`src/rtl/cache_arbiter.sv`:
```
// cache_arbiter: serialises icache/dcache line requests onto a single L2 port,
// alternating grants on ties and inserting one RECOVER cycle after each response.
module cache_arbiter (
  input  logic         clk,
  input  logic         reset,
  input  logic         icache_read,
  input  logic [15:0]  icache_address,
  output logic [127:0] icache_rdata,
  output logic         icache_resp,
  input  logic         dcache_read,
  input  logic         dcache_write,
  input  logic [15:0]  dcache_address,
  input  logic [127:0] dcache_wdata,
  output logic [127:0] dcache_rdata,
  output logic         dcache_resp,
  output logic         L2_read,
  output logic         L2_write,
  output logic [15:0]  L2_address,
  output logic [127:0] L2_wdata,
  input  logic [127:0] L2_rdata,
  input  logic         L2_resp
);
  typedef enum logic [1:0] {IDLE, I_BUSY, D_BUSY, RECOVER} state_e;
  state_e       state_q;
  logic         last_dcache_q;
  logic         wr_q;
  logic [15:0]  addr_q;
  logic [127:0] wdata_q;
  logic         dreq, pick_dcache, busy;
  assign dreq        = dcache_read | dcache_write;
  // On a tie, the requester not granted last time wins.
  assign pick_dcache = dreq & (~icache_read | ~last_dcache_q);
  always_ff @(posedge clk or posedge reset) begin
    if (reset) begin
      state_q       <= IDLE;
      last_dcache_q <= 1'b0;
      wr_q          <= 1'b0;
      addr_q        <= '0;
      wdata_q       <= '0;
    end else begin
      case (state_q)
        IDLE: begin
          if (pick_dcache) begin
            state_q       <= D_BUSY;
            wr_q          <= dcache_write;
            addr_q        <= dcache_address;
            last_dcache_q <= 1'b1;
            if (dcache_write) wdata_q <= dcache_wdata;
          end else if (icache_read) begin
            state_q       <= I_BUSY;
            wr_q          <= 1'b0;
            addr_q        <= icache_address;
            last_dcache_q <= 1'b0;
          end
        end
        I_BUSY, D_BUSY: if (L2_resp) state_q <= RECOVER;
        default: state_q <= IDLE;
      endcase
    end
  end
  assign busy         = (state_q == I_BUSY) || (state_q == D_BUSY);
  assign L2_read      = busy & ~wr_q;
  assign L2_write     = busy & wr_q;
  assign L2_address   = addr_q;
  assign L2_wdata     = wdata_q;
  assign icache_resp  = (state_q == I_BUSY) & L2_resp;
  assign dcache_resp  = (state_q == D_BUSY) & L2_resp;
  assign icache_rdata = L2_rdata;
  assign dcache_rdata = L2_rdata;
endmodule
```
`config.mk`:
```
export PLATFORM = sky130hd
export DESIGN_NAME = cache_arbiter
export DESIGN_NICKNAME = d
export VERILOG_FILES = /design/src/rtl/cache_arbiter.sv
export SDC_FILE = /design/constraint.sdc
export NUM_CORES = 1
export LEC_CHECK = 0
export CAP_MARGIN = 20
export CORE_AREA = 5 5 271 273
export CTS_BUF_LIST = sky130_fd_sc_hd__clkbuf_4
export DETAILED_ROUTE_END_ITERATION = 16
export DIE_AREA = 0 0 276 278
export SYNTH_ARGS = -nofsm -noshare
export SYNTH_HDL_FRONTEND = slang
export SYNTH_SLANG_ARGS = --single-unit
```
`constraint.sdc`:
```
create_clock -name clk -period 6 [get_ports clk]
set_clock_uncertainty 0.15 [all_clocks]
set_input_delay 0.9 -clock clk [delete_from_list [all_inputs] [get_ports clk]]
set_output_delay 0.9 -clock clk [all_outputs]
set_load 0.005 [all_outputs]
```
==> results of run 1 <==
-- cell usage in the layout (no fill, tap or decap) --
master and instances:
o21ai_0 14, clkdlybuf4s50_1 313, dfrtp_1 148, ha_1 4, clkinv_4 1, clkinv_2 1
mux2_1 31, clkinv_1 1, clkbuf_4 17, a22o_1 3, inv_1 2, o31ai_4 1
inv_6 6, clkinv_8 1, mux2_2 97, buf_4 8, nor3_1 1, o21ai_1 2
mux2i_1 16, a211oi_1 1, a21o_1 4, clkinvlp_4 3, buf_12 3, a2bb2oi_1 1
o2bb2ai_2 1, inv_8 2, nand2_1 17, diode_2 2, and2_1 3, a21oi_4 1
nor2b_1 2
-- synth_stat cells --
cell,number,area [sq um]
o21ai_1,2,10.01
dfrtp_1,148,3704
o2bb2ai_2,1,15.01
a22o_1,3,26.28
clkbuf_1,3,11.26
a21oi_2,1,8.760
nor3_1,1,5.000
nand2_1,17,63.81
a211oi_1,1,7.510
a2bb2oi_1,1,8.760
inv_1,3,11.26
a21o_1,4,30.03
o21ai_0,14,70.07
mux2_2,97,1092
buf_6,1,11.26
ha_1,4,50.05
buf_4,269,2019
o31ai_2,1,12.51
mux2_1,31,349.1
nor2b_1,2,12.51
mux2i_1,16,160.2
and2_1,3,18.77
buf_2,1,5.000
-- layout make-up --
| type | instances | share of cell area, % |
|---|---|---|
| Sequential cell | 148 | 35.70 |
| Tap cell | 950 | 11.46 |
| Multi-Input combinational cell | 199 | 18.86 |
| Clock inverter | 14 | 1.182 |
| Inverter | 3 | 0.1568 |
| Clock buffer | 17 | 1.230 |
| Antenna cell | 2 | 0.04825 |
| Timing Repair Buffer | 324 | 31.36 |
-- worst min-delay path by stage --
stage | endpoint | slack [ps] | depth (start not counted)
5_1_grt | L2_wdata[22]$_DFFE_PP0P_ | 370 | 1
3_3_place_gp | L2_address[3]$_DFFE_PP0P_ | 310 | 2
4_1_cts | L2_wdata[47]$_DFFE_PP0P_ | 340 | 2
6_report | L2_wdata[8]$_DFFE_PP0P_ | 350 | 1
2_1_floorplan | wr_q$_DFFE_PP0P_ | 310 | 1
3_5_place_dp | L2_address[12]$_DFFE_PP0P_ | 320 | 2
-- registers in the layout (all words and copies together) (netlist names) --
| name | flops |
|---|---|
| wr_q | 1 |
| state_q | 2 |
| last_dcache_q | 1 |
| L2_address | 16 |
| L2_wdata | 128 |
-- routing by layer --
layer	up-vias	part of all wire, %	GRT usage, %
met5	-	0	0
met4	0	6.7	4.508
met3	114	15	4.891
met2	412	49	10.64
met1	2076	29	4.998
li1	1951	-	-
-- worst max-delay path: cells and delay by family (launching register included) --
family | cells | cell delay, ps
fa+ha+maj | 1 | 380
buf+inv | 2 | 620
flops | 1 | 440
simple gates | 1 | 170
-- power by group --
group	total (mW)	switching (mW)	internal, mW	leakage [nW]
Combinational	2.18	0.724	1.45	2.04
Sequential	1.78	0.275	1.51	1.76
Clock	0.624	0.450	0.174	0.130
-- per-stage QoR --
| step | setup WS [ps] | utilization (%) | instance area [sq um] | hold WS (ps) |
|---|---|---|---|---|
| after global placement | 2333 | 14.25 | 10100 | 312.8 |
| final | 2649 | 14.64 | 10370 | 349.0 |
| after CTS | 2425 | 14.60 | 10350 | 344.0 |
| after global routing | 2358 | 14.64 | 10370 | 374.7 |
| after floorplan | 970.3 | - | 7702 | 314.6 |
| after detailed placement | 2281 | 14.25 | 10100 | 319.0 |
-- cells by family after synthesis --
kind of cell | Yosys count | synth area share [%]
buffers and inverters | 277 | 26.72
DFF | 148 | 48.08
AOI/OAI and AO/OA | 28 | 2.453
and+or+nand+nor | 23 | 1.299
muxes | 144 | 20.79
adders and majority gates | 4 | 0.6498
==> run_results.csv, run 1 <==
group,metric,value,unit
outcome,status,"finished, final reports clean",
synth,syn-cell-area,0.007702,sq mm
clock_network,clock_latency,680,ps
global_routing,grt_overflow_total,0,
layout,multi_input_area,0.001957,sq mm
placement,place_congestion,0.7261,
timing,slew_viol_final,0,
placement,dp.cells,1623,
setup_path,end_kind,"output pin",
clock_network,cts-root-buf,"clkbuf_4",
detailed_routing,drc_errors,0,
clock_network,cts_buffers,17,
worst_hold_path,hold_class,"flop to flop",
synth,yosysUniqueCellTypes,23,
clock_network,cts_sinks,148,
clock_network,cts_resized,0,
floorplan,core_area,0.07087,sq mm
floorplan,dieHeight,278,um
clock_network,clkTransAtPathRegs,180,ps
timing,tns,0,ps
floorplan,fp.dieArea,0.07673,sq mm
setup_path,r2r_end,"L2_wdata[12]$_DFFE_PP0P_",
detailed_routing,dr.pass1.iters,4,
clock_network,post_cts_buffers,0,
timing,hold_violations,0,
setup_path,critical_path.startpoint_type,"flop",
setup_path,cp-endpoint,"L2_read",
timing,setup_viol,0,
timing,tightest_slew,613.9,ps
synth,ys.warnings.count,0,
timing,max_freq,298.4,MHz
layout,layout.nets,991,
clock_network,cts_tree,"done",
floorplan,initial_core_util,10.87,%
pwr,p_leak,3.925,nW
layout,regArea,0.003704,sq mm
synth,seq_area_frac_synth,48.08,%
placement,io_buffers,313,
detailed_routing,final_antenna_net_count,0,
timing,fin_crit,3351,ps
setup_path,rr_worst_depth,7,
synth,ys_seq_elements,148,
placement,dp_hpwl,19380,um
synth,synth_nets,922,
global_routing,grt_usage,6.334,%
setup_path,worst-r2r-setup-slack,3350,ps
global_routing,grt_max_degree,92,
synth,synth.avg_cell_area,12.34,sq um
pwr,p_per_area,441.7,mW/mm^2
detailed_routing,vias,4553,
layout,drive_gt1_share,20.14,%
layout,area_delta_synth_final,34.68,%
setup_path,rr_startpoint,"state_q[0]$_DFFE_PP0P_",
pwr,finalPower,4.582,mW
setup_path,arrival,2300,ps
global_routing,antenna_found_initial,2,
timing,finalCritPeriodShare,55.85,%
setup_path,required,4950,ps
synth,syn_inst,624,
setup_path,crit_chain,"inv_1 -> ha_1 -> nor2b_1 -> clkdlybuf4s50_1",
setup_path,path_class,"flop to output pin",
setup_path,worstSetupStartpoint,"state_q[0]$_DFFE_PP0P_",
worst_hold_path,min-delay-start,"L2_wdata[8]$_DFFE_PP0P_",
floorplan,die_w,276,um
detailed_routing,drtIter0Drc,67,
timing,rsz0062_at_grt,"false",
global_routing,grt_pass1_vias,5373,
setup_path,crit_fanout,5,
pwr,ir_drop,205.8,uV
floorplan,rows,98,
layout,finalNonFillerCells,1657,
setup_path,crit_slowest_cell,"clkdlybuf4s50_1",
timing,relSlewSlack,58.83,%
clock_network,clock_path_buffers,2,
setup_path,slowest_delay,540,ps
detailed_routing,vias_per_cell,2.748,
flow_run,cap_violations,0,
floorplan,io-pin-count,698,
clock_network,h-tree-depth,4,
clock_network,cts_hold_buffers,0,
detailed_routing,drt-wirelength-per-cell,14.83,um
global_routing,grt_pass1_wl,35650,um
detailed_routing,wirelength,24570,um
layout,fillers,8019,
Note: power is estimated with default switching activity, not from simulation.
==> run 2, diff against run 1 <==
- clock period: 6 -> 3.36 ns (I/O delays scaled with it)
==> run_results.csv, run 2 (synthesis gave the netlist of run 1 again) <==
group,metric,value,unit
outcome,status,"finished, final reports clean",
pwr,ir_drop,379.9,uV
setup_path,arrival,2150,ps
pwr,pwr-share-comb,46.5,%
placement,dp.cells,1632,
detailed_routing,drt-wirelength-per-cell,13.85,um
setup_path,crit_slowest_cell,"clkdlybuf4s50_1",
setup_path,end_kind,"output pin",
clock_network,cts-root-buf,"clkbuf_4",
detailed_routing,wirelength,23070,um
layout,utilization,14.82,%
timing,fin_crit,2807,ps
worst_hold_path,hold_class,"input port to asynchronous set/reset pin",
timing,slew_viol_final,0,
layout,area_delta_synth_final,36.36,%
clock_network,h-tree-depth,4,
floorplan,fp.dieArea,0.07673,sq mm
setup_path,critical_path.startpoint_type,"flop",
pwr,clockPowerShare,15.4,%
detailed_routing,drtIter0Drc,75,
placement,io_buffers,313,
pwr,finalPower,8.383,mW
clock_network,cts_tree,"done",
timing,hold_violations,0,
clock_network,clkTransAtPathRegs,160,ps
clock_network,post_cts_buffers,0,
floorplan,rows,98,
floorplan,io-pin-count,698,
floorplan,die_w,276,um
timing,max_freq,356.3,MHz
layout,largest_reg_flops,128,
detailed_routing,vias,4530,
setup_path,cpLargestDelayFamily,"buffers and inverters",
pwr,p_per_area,798.2,mW/mm^2
clock_network,cts_hold_buffers,0,
timing,rsz0062_at_grt,"false",
layout,final_cell_mix,"clkdlybuf4s50_1 (313), dfrtp_1 (148), mux2_2 (97), mux2_1 (31)",
layout,layout.nets,999,
clock_network,cts_resized,0,
pwr,pwr-share-seq,38.1,%
detailed_routing,dr.pass1.iters,4,
setup_path,required,2710,ps
detailed_routing,vias_per_cell,2.719,
timing,relSlewSlack,28.75,%
flow_run,cap_violations,0,
pwr,p_int,5.777,mW
global_routing,antenna_found_initial,2,
setup_path,slowest_delay,540,ps
floorplan,initial_core_util,10.87,%
setup_path,crit_fanout,5,
timing,setup_viol,0,
pwr,switchingPower,2.606,mW
timing,finalCritPeriodShare,83.54,%
clock_network,clock_latency,640,ps
layout,finalNonFillerCells,1666,
floorplan,core_area,0.07087,sq mm
clock_network,cts_buffers,17,
global_routing,grt_usage,5.916,%
layout,final_common_cell,"clkdlybuf4s50_1",
pwr,p_leak,4.005,nW
placement,place_congestion,0.7511,
placement,dp_hpwl,18340,um
detailed_routing,final_antenna_net_count,0,
timing,holdWs,148.2,ps
floorplan,dieHeight,278,um
setup_path,crit_chain,"inv_1 -> ha_1 -> nor2b_1 -> clkdlybuf4s50_1",
timing,tns,0,ps
setup_path,path_buf_inv,2,
global_routing,grt_pass1_wl,33570,um
global_routing,grt_overflow_total,0,
layout,drive_gt1_share,21.15,%
timing,tightest_slew,1062,ps
global_routing,grt_pass1_vias,5227,
global_routing,grt_max_degree,44,
layout,fillers,7926,
clock_network,clock_path_buffers,2,
clock_network,cts_sinks,148,
pwr,p_sw_share,31.09,%
detailed_routing,drc_errors,0,
setup_path,path_class,"flop to output pin",
run 2: power groups by stage:
stage / clock network, mW / registers [mW] / logic [mW]
final: 1.29 / 3.20 / 3.90
after floorplan: 0 / 3.24 / 1.64
after detailed placement: 0 / 3.24 / 3.99
after global placement: 0 / 3.21 / 3.94
after global routing: 1.46 / 3.33 / 4.21
after CTS: 1.41 / 3.22 / 4.01
run 2: worst reg2reg max path, stage by stage, from the launching register on:
cell	delay (ps)
dfrtp_1	430
inv_1	90
ha_1	320
nand2_1	150
a21oi_4	520
buf_12	300
mux2_2	380
run 2: metrics by stage:
step | cell area (sq um) | worst slack [ps]
after floorplan | 7706 | 845.0
final | 10500 | 553.2
after CTS | 10500 | 373.0
after global routing | 10500 | 339.8
after global placement | 10190 | 562.9
after detailed placement | 10190 | 547.2
run 2: area by class of cell:
class / count / area (sq um) / share of cell area (%)
multi-input combinational: 199 / 1957 / 18.63
sequential: 148 / 3704 / 35.26
clock inverter: 15 / 180.2 / 1.716
inverter: 3 / 15.01 / 0.1430
clock buffer: 17 / 127.6 / 1.215
timing repair buffer: 332 / 3326 / 31.67
antenna: 2 / 5.005 / 0.04765
tap: 950 / 1189 / 11.32
run 2: per-layer routing:
metal | track usage [%] | up-vias | routed length [um]
met5 | 0 | - | 0
met4 | 4.316 | 0 | 1427
met3 | 4.043 | 129 | 3201
met2 | 9.592 | 349 | 11030
met1 | 5.228 | 2078 | 7414
li1 | - | 1974 | -
run 2: worst paths after layout:
kind / startpoint / to / slack, ps / depth (start not counted)
worst min register to register: L2_address[4]$_DFFE_PP0P_ / L2_address[4]$_DFFE_PP0P_ / 340 / 2
worst min-delay path: reset / L2_wdata[45]$_DFFE_PP0P_ / 150 / 2
worst max register to register: state_q[0]$_DFFE_PP0P_ / L2_wdata[125]$_DFFE_PP0P_ / 920 / 6
min in group clk: dcache_wdata[45] / L2_wdata[45]$_DFFE_PP0P_ / 270 / 2
max in group asynchronous: reset / L2_wdata[8]$_DFFE_PP0P_ / 2170 / 3
worst max-delay path: state_q[0]$_DFFE_PP0P_ / L2_read / 550 / 4
